$ cat src/rtl/crypto_job_arbiter_if.sv
// Requester and engine signal bundle for crypto_job_arbiter.
// The slave modport is the arbiter's view; master is the surrounding system.
interface crypto_job_arbiter_if #(
    parameter int unsigned N_REQ  = 4,
    parameter int unsigned DATA_W = 128
);
    logic [N_REQ-1:0]        req;
    logic [2*N_REQ-1:0]      req_mode;
    logic [N_REQ*DATA_W-1:0] req_data;
    logic [N_REQ-1:0]        gnt;
    logic                    busy;
    logic [DATA_W-1:0]       eng_plaintext;
    logic [1:0]              eng_mode;
    logic                    eng_start;
    logic [DATA_W-1:0]       eng_ciphertext;
    logic                    eng_done;
    logic [N_REQ-1:0]        rsp_valid;
    logic [DATA_W-1:0]       rsp_data;
    logic                    rsp_err;

    modport master (
        output req, req_mode, req_data, eng_ciphertext, eng_done,
        input  gnt, busy, eng_plaintext, eng_mode, eng_start,
               rsp_valid, rsp_data, rsp_err
    );

    modport slave (
        input  req, req_mode, req_data, eng_ciphertext, eng_done,
        output gnt, busy, eng_plaintext, eng_mode, eng_start,
               rsp_valid, rsp_data, rsp_err
    );
endinterface

$ cat src/rtl/crypto_job_arbiter.sv
// Round-robin scheduler sharing one block-cipher engine between four requesters,
// one job at a time, with a watchdog that aborts jobs the engine never finishes.
module crypto_job_arbiter #(
    parameter int unsigned N_REQ          = 4,
    parameter int unsigned DATA_W         = 128,
    parameter int unsigned TIMEOUT_CYCLES = 128
) (
    input  logic                 clk,
    input  logic                 rst,
    crypto_job_arbiter_if.slave  bus
);
    localparam int unsigned IDX_W = 2;
    localparam int unsigned CNT_W = $clog2(TIMEOUT_CYCLES);

    typedef enum logic [1:0] {
        IDLE  = 2'd0,
        ISSUE = 2'd1,
        WAIT  = 2'd2,
        RESP  = 2'd3
    } state_t;

    state_t             state, state_next;
    logic [IDX_W-1:0]   last, last_next;
    logic [IDX_W-1:0]   owner, owner_next;
    logic [CNT_W-1:0]   cnt, cnt_next;
    logic [N_REQ-1:0]   gnt, gnt_next;
    logic [N_REQ-1:0]   rsp_valid, rsp_valid_next;
    logic               busy, busy_next;
    logic               eng_start, eng_start_next;
    logic               rsp_err, rsp_err_next;
    logic [DATA_W-1:0]  plaintext, plaintext_next;
    logic [DATA_W-1:0]  rsp_data, rsp_data_next;
    logic [1:0]         mode, mode_next;
    logic [IDX_W-1:0]   winner, cand;
    logic               found;

    // Search starts just past the last owner so it gets lowest priority.
    always_comb begin
        winner = last;
        cand   = last;
        found  = 1'b0;
        for (int unsigned i = 1; i <= N_REQ; i++) begin
            cand = last + IDX_W'(i);
            if (!found && bus.req[cand]) begin
                winner = cand;
                found  = 1'b1;
            end
        end
    end

    always_comb begin
        state_next     = state;
        last_next      = last;
        owner_next     = owner;
        cnt_next       = cnt;
        gnt_next       = gnt;
        eng_start_next = 1'b0;
        plaintext_next = plaintext;
        mode_next      = mode;
        rsp_valid_next = '0;
        rsp_data_next  = rsp_data;
        rsp_err_next   = rsp_err;

        case (state)
            IDLE: begin
                if (found) begin
                    state_next     = ISSUE;
                    owner_next     = winner;
                    gnt_next       = N_REQ'(1) << winner;
                    plaintext_next = bus.req_data[DATA_W*winner +: DATA_W];
                    mode_next      = bus.req_mode[2*winner +: 2];
                    eng_start_next = 1'b1;
                end
            end
            ISSUE: begin
                cnt_next   = '0;
                state_next = WAIT;
            end
            WAIT: begin
                // Done beats a simultaneous timeout.
                if (bus.eng_done) begin
                    rsp_data_next  = bus.eng_ciphertext;
                    rsp_err_next   = 1'b0;
                    rsp_valid_next = N_REQ'(1) << owner;
                    state_next     = RESP;
                end else if (cnt == CNT_W'(TIMEOUT_CYCLES - 1)) begin
                    rsp_data_next  = '0;
                    rsp_err_next   = 1'b1;
                    rsp_valid_next = N_REQ'(1) << owner;
                    state_next     = RESP;
                end else begin
                    cnt_next = cnt + CNT_W'(1);
                end
            end
            RESP: begin
                last_next  = owner;
                gnt_next   = '0;
                state_next = IDLE;
            end
            default: state_next = IDLE;
        endcase

        busy_next = (state_next != IDLE);
    end

    always_ff @(posedge clk) begin
        if (rst) begin
            state     <= IDLE;
            last      <= IDX_W'(N_REQ - 1);
            owner     <= '0;
            cnt       <= '0;
            gnt       <= '0;
            busy      <= 1'b0;
            eng_start <= 1'b0;
            plaintext <= '0;
            mode      <= '0;
            rsp_valid <= '0;
            rsp_data  <= '0;
            rsp_err   <= 1'b0;
        end else begin
            state     <= state_next;
            last      <= last_next;
            owner     <= owner_next;
            cnt       <= cnt_next;
            gnt       <= gnt_next;
            busy      <= busy_next;
            eng_start <= eng_start_next;
            plaintext <= plaintext_next;
            mode      <= mode_next;
            rsp_valid <= rsp_valid_next;
            rsp_data  <= rsp_data_next;
            rsp_err   <= rsp_err_next;
        end
    end

    assign bus.gnt           = gnt;
    assign bus.busy          = busy;
    assign bus.eng_plaintext = plaintext;
    assign bus.eng_mode      = mode;
    assign bus.eng_start     = eng_start;
    assign bus.rsp_valid     = rsp_valid;
    assign bus.rsp_data      = rsp_data;
    assign bus.rsp_err       = rsp_err;
endmodule
$ cat src/flat_wrapper.sv
// flat-port wrapper written by rule: the top's interface ports become plain ports
module crypto_job_arbiter_flat 
#(
    parameter int unsigned N_REQ          = 4,
    parameter int unsigned DATA_W         = 128,
    parameter int unsigned TIMEOUT_CYCLES = 128
)
  (clk, rst, bus_req, bus_req_mode, bus_req_data, bus_eng_ciphertext, bus_eng_done, bus_gnt, bus_busy, bus_eng_plaintext, bus_eng_mode, bus_eng_start, bus_rsp_valid, bus_rsp_data, bus_rsp_err);
  crypto_job_arbiter_if #(.N_REQ(N_REQ), .DATA_W(DATA_W)) bus_i ();
  input  logic clk;
  input  logic rst;
  input wire logic [$bits(bus_i.req)-1:0] bus_req;
  input wire logic [$bits(bus_i.req_mode)-1:0] bus_req_mode;
  input wire logic [$bits(bus_i.req_data)-1:0] bus_req_data;
  input wire logic [$bits(bus_i.eng_ciphertext)-1:0] bus_eng_ciphertext;
  input wire logic [$bits(bus_i.eng_done)-1:0] bus_eng_done;
  output wire logic [$bits(bus_i.gnt)-1:0] bus_gnt;
  output wire logic [$bits(bus_i.busy)-1:0] bus_busy;
  output wire logic [$bits(bus_i.eng_plaintext)-1:0] bus_eng_plaintext;
  output wire logic [$bits(bus_i.eng_mode)-1:0] bus_eng_mode;
  output wire logic [$bits(bus_i.eng_start)-1:0] bus_eng_start;
  output wire logic [$bits(bus_i.rsp_valid)-1:0] bus_rsp_valid;
  output wire logic [$bits(bus_i.rsp_data)-1:0] bus_rsp_data;
  output wire logic [$bits(bus_i.rsp_err)-1:0] bus_rsp_err;
  assign bus_i.req = bus_req;
  assign bus_i.req_mode = bus_req_mode;
  assign bus_i.req_data = bus_req_data;
  assign bus_i.eng_ciphertext = bus_eng_ciphertext;
  assign bus_i.eng_done = bus_eng_done;
  assign bus_gnt = bus_i.gnt;
  assign bus_busy = bus_i.busy;
  assign bus_eng_plaintext = bus_i.eng_plaintext;
  assign bus_eng_mode = bus_i.eng_mode;
  assign bus_eng_start = bus_i.eng_start;
  assign bus_rsp_valid = bus_i.rsp_valid;
  assign bus_rsp_data = bus_i.rsp_data;
  assign bus_rsp_err = bus_i.rsp_err;
  crypto_job_arbiter #(.N_REQ(N_REQ), .DATA_W(DATA_W), .TIMEOUT_CYCLES(TIMEOUT_CYCLES)) u_core (.clk(clk), .rst(rst), .bus(bus_i));
endmodule
$ cat config.mk
export PLATFORM = sky130hd
export DESIGN_NAME = crypto_job_arbiter_flat
export DESIGN_NICKNAME = d
export VERILOG_FILES = /design/src/rtl/crypto_job_arbiter_if.sv /design/src/rtl/crypto_job_arbiter.sv /design/src/flat_wrapper.sv
export SDC_FILE = /design/constraint.sdc
export NUM_CORES = 1
export LEC_CHECK = 0
export CORE_AREA = 3 3 364 366
export DETAILED_ROUTE_END_ITERATION = 7
export DIE_AREA = 0 0 367 369
export GPL_ROUTABILITY_DRIVEN = 0
export GPL_TIMING_DRIVEN = 0
export PLACE_DENSITY_LB_ADDON = 0.3
export SETUP_SLACK_MARGIN = 0.15
export SYNTH_ARGS = -nofsm -noshare
export SYNTH_HDL_FRONTEND = slang
export SYNTH_SLANG_ARGS = --single-unit
export TNS_END_PERCENT = 50
$ cat constraint.sdc
create_clock -name clk -period 3.5 [get_ports clk]
set_clock_uncertainty 0.05 [all_clocks]
set_input_delay 1.05 -clock clk [delete_from_list [all_inputs] [get_ports clk]]
set_output_delay 1.05 -clock clk [all_outputs]
set_load 0.03 [all_outputs]
Yosys cells after proc, flatten, opt, wreduce, memory -nomap -nowiden. Index checks and enable logic that the tools add are counted.

Register bits after elaboration: 282. Bits in latches: 0. Memory bits (writable): 0. Memory bits (read-only): 0. Input bits: 655. Output and inout port bits: 269. Memories kept: 0.

Add/subtract/negate cells: 4. Multipliers: 0. Divide/modulo/power cells: 0. Magnitude comparators: 4. Equality and inequality tests: 7. Shift-type cells: 4. Muxes and demuxes: 32. Bitwise logic cells: 2. Reduce and logical (&&, ||, !) cells: 17.

Operators with widths (count): $shiftx 512x10->128 (1); $mux 128 (2); $mux 2 (7); $mux 7 (2); $pmux 7 s2 (1); $lt 2x3->1 const B (4); $mux 4 (3); $mux 1 (11); $bmux 1 s2 (4); $pmux 2 s4 (1); $pmux 4 s2 (1); $reduce_bool 2->1 (4); $shiftx 8x4->2 (1); $shl 1x2->4 const A (2); $add 7x1->7 const B (1); $eq 7x7->1 const B (1); $reduce_and 2->1 (3); $add 2x2->2 const B (2); $eq 2x2->1 const B (2); $ne 2x2->1 const B (2); $reduce_or 2->1 (2); $logic_and 1x1->1 (3); $logic_not 1->1 (3); $reduce_and 3->1 (1); 5 further kinds (6).

Logic depth before layout (Yosys ltp).
Word-level depth: 16. Depth in mapped cells: 9.

Worst setup path after synthesis. OpenSTA, ideal clock, no wires.

Path kind: input -> register. From: input bus_req[1]. To: register u_core.plaintext[10] (netlist: u_core.bus.eng_plaintext[10]). Library setup time: 0.138 ns. Arrival time: 2.193 ns. Data required time: 3.312 ns. Path slack: 1.120 ns. Stages on the path: 8. Buffers on the path: 3. Cells stage by stage: and2b_1 > a21oi_1 > o211a_1 > buf_2 > buf_4 > buf_4 > mux2i_1 > o221ai_1.

Word-level cells in the longest chain between the ends: 13. Elaborated cells between the ends (all ways): 24. Those cells by class: 1 x shift; 16 x mux; 7 x reduce/logical.

RTL lines: start, declared (line flat_wrapper.sv:12) `input wire logic [$bits(bus_i.req)-1:0] bus_req;`; $bmux 1 s2 (line crypto_job_arbiter.sv:44) `if (!found && bus.req[cand]) begin`; $mux 1 (implied by the code) (line crypto_job_arbiter.sv:44); $mux 1 (line crypto_job_arbiter.sv:44); $logic_not 1->1 (line crypto_job_arbiter.sv:44); $logic_and 1x1->1 (line crypto_job_arbiter.sv:44); $mux 1 (line crypto_job_arbiter.sv:44); $logic_not 1->1 (line crypto_job_arbiter.sv:44); $logic_and 1x1->1 (line crypto_job_arbiter.sv:44); $mux 1 (line crypto_job_arbiter.sv:44); $logic_not 1->1 (line crypto_job_arbiter.sv:44); $logic_and 1x1->1 (line crypto_job_arbiter.sv:44); $mux 2 or $mux 1 (tied branches) (line crypto_job_arbiter.sv:44); $shiftx 512x10->128 or $reduce_and 2->1 (tied branches); end signal, assigned (line crypto_job_arbiter.sv:128) `plaintext <= plaintext_next;`; end, declared (line crypto_job_arbiter.sv:31) `logic [DATA_W-1:0] plaintext, plaintext_next;`.

Several ways; a longest one is shown, not always the timed one. The select of a mux whose other input is x is not followed. A chain may end at the register's enable or synchronous reset.

Worst setup path after layout.
From: input bus_req[3]. To: register u_core.plaintext[119] (netlist: u_core.bus.eng_plaintext[119]).

Same word-level chain as after synthesis.

==> flow_summary.html <==
<table>
<tr><th>Metric</th><th>Value</th></tr>
<tr><th colspan="2">Clocking</th></tr>
<tr><td>Clock transition at the registers of the reported paths</td><td>~60 ps</td></tr>
<tr><td>Number of clock buffers inserted by TritonCTS</td><td>42</td></tr>
<tr><td>Total clock sinks</td><td>around 280</td></tr>
<tr><td>Maximum root-to-sink buffer count</td><td>3</td></tr>
<tr><td>H-tree depth reported by CTS</td><td>2</td></tr>
<tr><td>Clk Tree Root Cell</td><td>sky130_fd_sc_hd__clkbuf_16</td></tr>
<tr><td>Clock tree from TritonCTS</td><td>done</td></tr>
<tr><td>Skew-Pair Late Insertion Delay</td><td>between 600 and 700 ps</td></tr>
<tr><th colspan="2">Drt</th></tr>
<tr><td>Average wire length per cell after detail routing</td><td>between 20 and 30 um</td></tr>
<tr><td>Total Wirelength</td><td>about 110 mm</td></tr>
<tr><td>Detailed Route Iter0 Violations</td><td>roughly 920</td></tr>
<tr><td>Via density</td><td>about 3.6</td></tr>
<tr><td>Via Count</td><td>about 15k</td></tr>
<tr><td>Antenna violation net count after detailed routing</td><td>0</td></tr>
<tr><td>Drt first pass iters</td><td>5</td></tr>
<tr><td>DRC violations left</td><td>0</td></tr>
<tr><th colspan="2">Timing</th></tr>
<tr><td>Final Critical Period</td><td>3400 ps</td></tr>
<tr><td>Slew Limit Fails</td><td>0</td></tr>
<tr><td>Worst hold slack after final layout</td><td>between 400 and 500 ps</td></tr>
<tr><td>RSZ-0062 raised after global routing</td><td>yes</td></tr>
<tr><td>Final setup violating endpoints</td><td>0</td></tr>
<tr><td>Max-slew headroom at the worst pin</td><td>31.5%</td></tr>
<tr><td>Final Hold Viols</td><td>0</td></tr>
<tr><td>Final worst-path cycle share</td><td>97.1%</td></tr>
<tr><td>Actual transition at the worst max-transition pin</td><td>approximately 1000 ps</td></tr>
<tr><td>Max Clock Freq</td><td>294 MHz</td></tr>
<tr><td>Worst setup slack after layout</td><td>101 ps</td></tr>
<tr><th colspan="2">Global routing</th></tr>
<tr><td>Wire length of the first global-routing pass</td><td>about 140 mm</td></tr>
<tr><td>GR met1 Demand/Resource</td><td>~17%</td></tr>
<tr><td>Overflow left after global routing</td><td>0</td></tr>
<tr><td>Most Crowded Layer GR</td><td>met2</td></tr>
<tr><td>Via count of the first global-routing pass</td><td>between 10k and 15k</td></tr>
<tr><td>Total GRT Usage</td><td>15.7%</td></tr>
<tr><td>GR Util met3</td><td>6.49%</td></tr>
<tr><td>M2 GR Usage</td><td>between 20% and 30%</td></tr>
<tr><td>Largest net degree at the start of global routing</td><td>14</td></tr>
<tr><td>Number of antenna violations at the first check in global routing</td><td>between 70 and 80</td></tr>
<tr><th colspan="2">Pwr</th></tr>
<tr><td>Worst voltage drop across the vdd grid</td><td>around 0.32 mV</td></tr>
<tr><td>Power density of the placed cells</td><td>~660 nW/um^2</td></tr>
<tr><td>Pleak</td><td>around 9.6 nW</td></tr>
<tr><th colspan="2">Synth</th></tr>
<tr><td>Syn Nets</td><td>1938</td></tr>
<tr><td>Sequential element share of the synthesized area</td><td>44.8%</td></tr>
<tr><td>Synthesis warning total</td><td>0</td></tr>
<tr><td>Count of cell types in the netlist</td><td>42</td></tr>
<tr><td>Flip-flop and latch count after synthesis</td><td>roughly 280</td></tr>
<tr><td>Synthesized netlist cell count</td><td>roughly 1.3k</td></tr>
<tr><td>Total standard cell area after synthesis</td><td>12600 sq um</td></tr>
<tr><td>Post-synthesis average cell area</td><td>9.86 sq um</td></tr>
<tr><th colspan="2">Finish</th></tr>
<tr><td>Post-route cell area</td><td>roughly 26000 sq um</td></tr>
<tr><td>Share of layout cells above drive strength 1</td><td>around 7.3%</td></tr>
<tr><td>Final Util</td><td>between 10% and 20%</td></tr>
<tr><td>Filler cell count</td><td>14.4k</td></tr>
<tr><td>Area growth, synth to finish</td><td>104%</td></tr>
<tr><td>Number of nets in the final layout</td><td>between 2k and 3k</td></tr>
<tr><td>Final standard cell count with taps included and fillers excluded</td><td>4045</td></tr>
<tr><th colspan="2">Worst setup path</th></tr>
<tr><td>Top Family by Delay on Critical Path</td><td>buffers and inverters</td></tr>
<tr><td>Slowest cell on the critical path</td><td>sky130_fd_sc_hd__mux2i_1</td></tr>
<tr><td>Critical Setup Path Class</td><td>input port to flip-flop</td></tr>
<tr><td>Buf/Inv on CP</td><td>4</td></tr>
<tr><td>Cells along the critical path</td><td>clkdlybuf4s50_1 -&gt; nor2b_1 -&gt; o21ai_1 -&gt; o211a_1 -&gt; buf_2 -&gt; buf_4 -&gt; buf_4 -&gt; mux2i_1 -&gt; o221ai_1</td></tr>
<tr><td>Worst Setup Start Kind</td><td>input port</td></tr>
<tr><td>Most repeated library cell on the critical path</td><td>sky130_fd_sc_hd__buf_4</td></tr>
<tr><td>Biggest fanout along the worst timing path</td><td>10</td></tr>
<tr><td>Arrival time at the worst endpoint</td><td>approximately 3800 ps</td></tr>
<tr><td>Biggest cell delay along the critical path</td><td>about 740 ps</td></tr>
<tr><td>Cells on worst reg2reg path</td><td>9</td></tr>
<tr><td>Number of stages on the worst setup path</td><td>9</td></tr>
<tr><td>Kind of end point of the critical path</td><td>flip-flop</td></tr>
<tr><td>Data required time of the worst path</td><td>3890 ps</td></tr>
<tr><th colspan="2">Floorplan</th></tr>
<tr><td>Die H</td><td>369 um</td></tr>
<tr><td>Placeable Area</td><td>approximately 130000 sq um</td></tr>
<tr><td>Initial cell density of the core</td><td>between 9 and 10%</td></tr>
<tr><td>Top-level port count</td><td>roughly 920</td></tr>
<tr><td>Row count</td><td>~130</td></tr>
<tr><td>Overall die area</td><td>135000 sq um</td></tr>
<tr><td>Die X-Extent</td><td>around 370 um</td></tr>
<tr><th colspan="2">Place</th></tr>
<tr><td>Number of cells after detailed placement</td><td>3943</td></tr>
<tr><td>Count of buffers from port buffering</td><td>923</td></tr>
<tr><td>Hpwl dp</td><td>roughly 96 mm</td></tr>
<tr><td>Setup Slack @ Placement</td><td>-1190 ps</td></tr>
<tr><td>Area post-placement</td><td>24000 sq um</td></tr>
<tr><th colspan="2">Worst hold path</th></tr>
<tr><td>Cell depth of the worst min-delay path</td><td>2</td></tr>
<tr><td>Class of the most critical hold timing path</td><td>flip-flop to flip-flop</td></tr>
<tr><th colspan="2">Job</th></tr>
<tr><td>Number of violations of the max-capacitance limit</td><td>0</td></tr>
<tr><th colspan="2">Status</th></tr>
<tr><td>Outcome</td><td>finished clean</td></tr>
</table>
==> placed cells by master (no fill, tap or decap), drive strengths merged, types with 3 or more instances in the layout <==
master and count:
nor2 146, diode 26, clkinvlp 3, dfxtp 282, inv 6, clkdlybuf4s50 923, nor2b 6, clkbuf 104
o21ai 4, mux2i 261, a21oi 9, buf 69, nand2 139, o221ai 129, bufinv 6, nand2b 4
ha 6, nand3 3, a22oi 128, clkinv 14, and4b 3
==> stage by stage <==
step                setup TNS, ps  total power (W)
floorplan                       0          0.00822
global placement          -178030           0.0123
detailed placement        -147410           0.0123
CTS                             0           0.0172
global route                    0           0.0176
finish                          0           0.0168
==> power breakdown <==
group          internal (W)  leakage (nW)  total [W]  switching, W
Sequential          0.00401          2.31    0.00451      0.000499
Combinational       0.00307          6.53    0.00767       0.00460
Clock               0.00280         0.725    0.00464       0.00184
Total               0.00988          9.56     0.0168       0.00694
==> worst reg2reg max path, stage by stage, from the launching register on <==
cell	delay, ps
sky130_fd_sc_hd__dfxtp_1	340
sky130_fd_sc_hd__inv_1	110
sky130_fd_sc_hd__ha_1	170
sky130_fd_sc_hd__buf_6	130
sky130_fd_sc_hd__and2_1	120
sky130_fd_sc_hd__clkbuf_1	180
sky130_fd_sc_hd__clkbuf_1	790
sky130_fd_sc_hd__clkbuf_1	580
sky130_fd_sc_hd__a22oi_1	190
sky130_fd_sc_hd__nor2_1	120
==> timing repair <==
| item | in CTS | in global routing |
|---|---|---|
| resized for setup | 14 | 15 |
| setup buffers | 0 | 0 |
| hold buffers | 0 | 0 |
| endpoints found under the setup margin | 130 | 91 |
==> metal layers <==
layer	part of all wire, %	vias up	wire length (um)
li1	-	6754	-
met1	38	7025	42100
met2	50	783	56200
met3	9.7	157	10900
met4	2.1	34	2380
met5	0.21	-	240
==> cell usage after synthesis, drive strengths merged <==
cell type,n,area [sq um]
o221ai,129,1130
o211ai,1,7.51
and3,1,6.26
or4,1,7.51
ha,6,75.1
and2b,1,7.51
xor2,2,17.5
nor4b,2,17.5
o22ai,1,6.26
a21oi,9,45.0
clkbuf,50,188
and2,1,6.26
nand2b,4,25.0
and4b,3,30.0
a32oi,2,17.5
dfxtp,282,5650
nor2,146,551
mux2i,261,2610
nand4,1,6.26
o41ai,1,16.3
nor3,2,10.0
and4,1,11.3
a211oi,2,15.0
a311oi,1,15.0
a31oi,2,12.5
a22oi,128,961
o21ai,4,20.0
nor2b,6,37.5
or3b,1,8.76
buf,69,453
nand2,139,522
a211o,2,17.5
xnor2,2,17.5
nand3b,2,15.0
nor4,2,12.5
o211a,1,10.0
nand3,3,15.0
inv,6,22.5
==> flip-flops by register name (all words and copies together), names as in the netlist <==
signal	cells
u_core.bus.eng_plaintext	128
u_core.bus.rsp_data	128
u_core.cnt	7
u_core.bus.gnt	4
u_core.bus.rsp_valid	4
u_core.bus.eng_mode	2
u_core.last	2
u_core.owner	2
u_core.state	2
u_core.bus.busy	1
u_core.bus.eng_start	1
u_core.bus.rsp_err	1
==> final timing paths <==
path / from / to / slack (ps)
setup / recovery: bus_req[3] / u_core.bus.eng_plaintext[119] / 100
hold / removal: u_core.bus.gnt[3] / u_core.bus.gnt[3] / 410
setup reg to reg: u_core.state[0] / u_core.bus.rsp_data[51] / 650
hold reg to reg: u_core.bus.gnt[3] / u_core.bus.gnt[3] / 410
==> cell families (layout without fill, tap and decap cells) <==
group | after synthesis | in the layout | share of synthesized area [%]
simple gates | 316 | 316 | 10.2
compound gates | 283 | 283 | 18.1
flops | 282 | 282 | 44.8
mux | 261 | 261 | 20.7
buf+inv | 125 | 1125 | 5.27
fa+ha+maj | 6 | 6 | 0.596
xor+xnor | 4 | 4 | 0.278
other cells | 0 | 26 | 0
==> final cells by class <==
class | instances | area, sq um | share of cell area [%]
repair buffers | 924 | 9250 | 36.0
multi-input cells | 870 | 6330 | 24.7
flip-flops and latches | 282 | 5650 | 22.0
well taps | 1742 | 2180 | 8.50
inverters | 6 | 22.5 | 0.0878
diodes | 26 | 65.1 | 0.254
clock buffers | 53 | 1150 | 4.49
clock inverters | 23 | 345 | 1.35
plain buffers | 119 | 661 | 2.58
No activity file was read; power rests on OpenSTA's default activity.
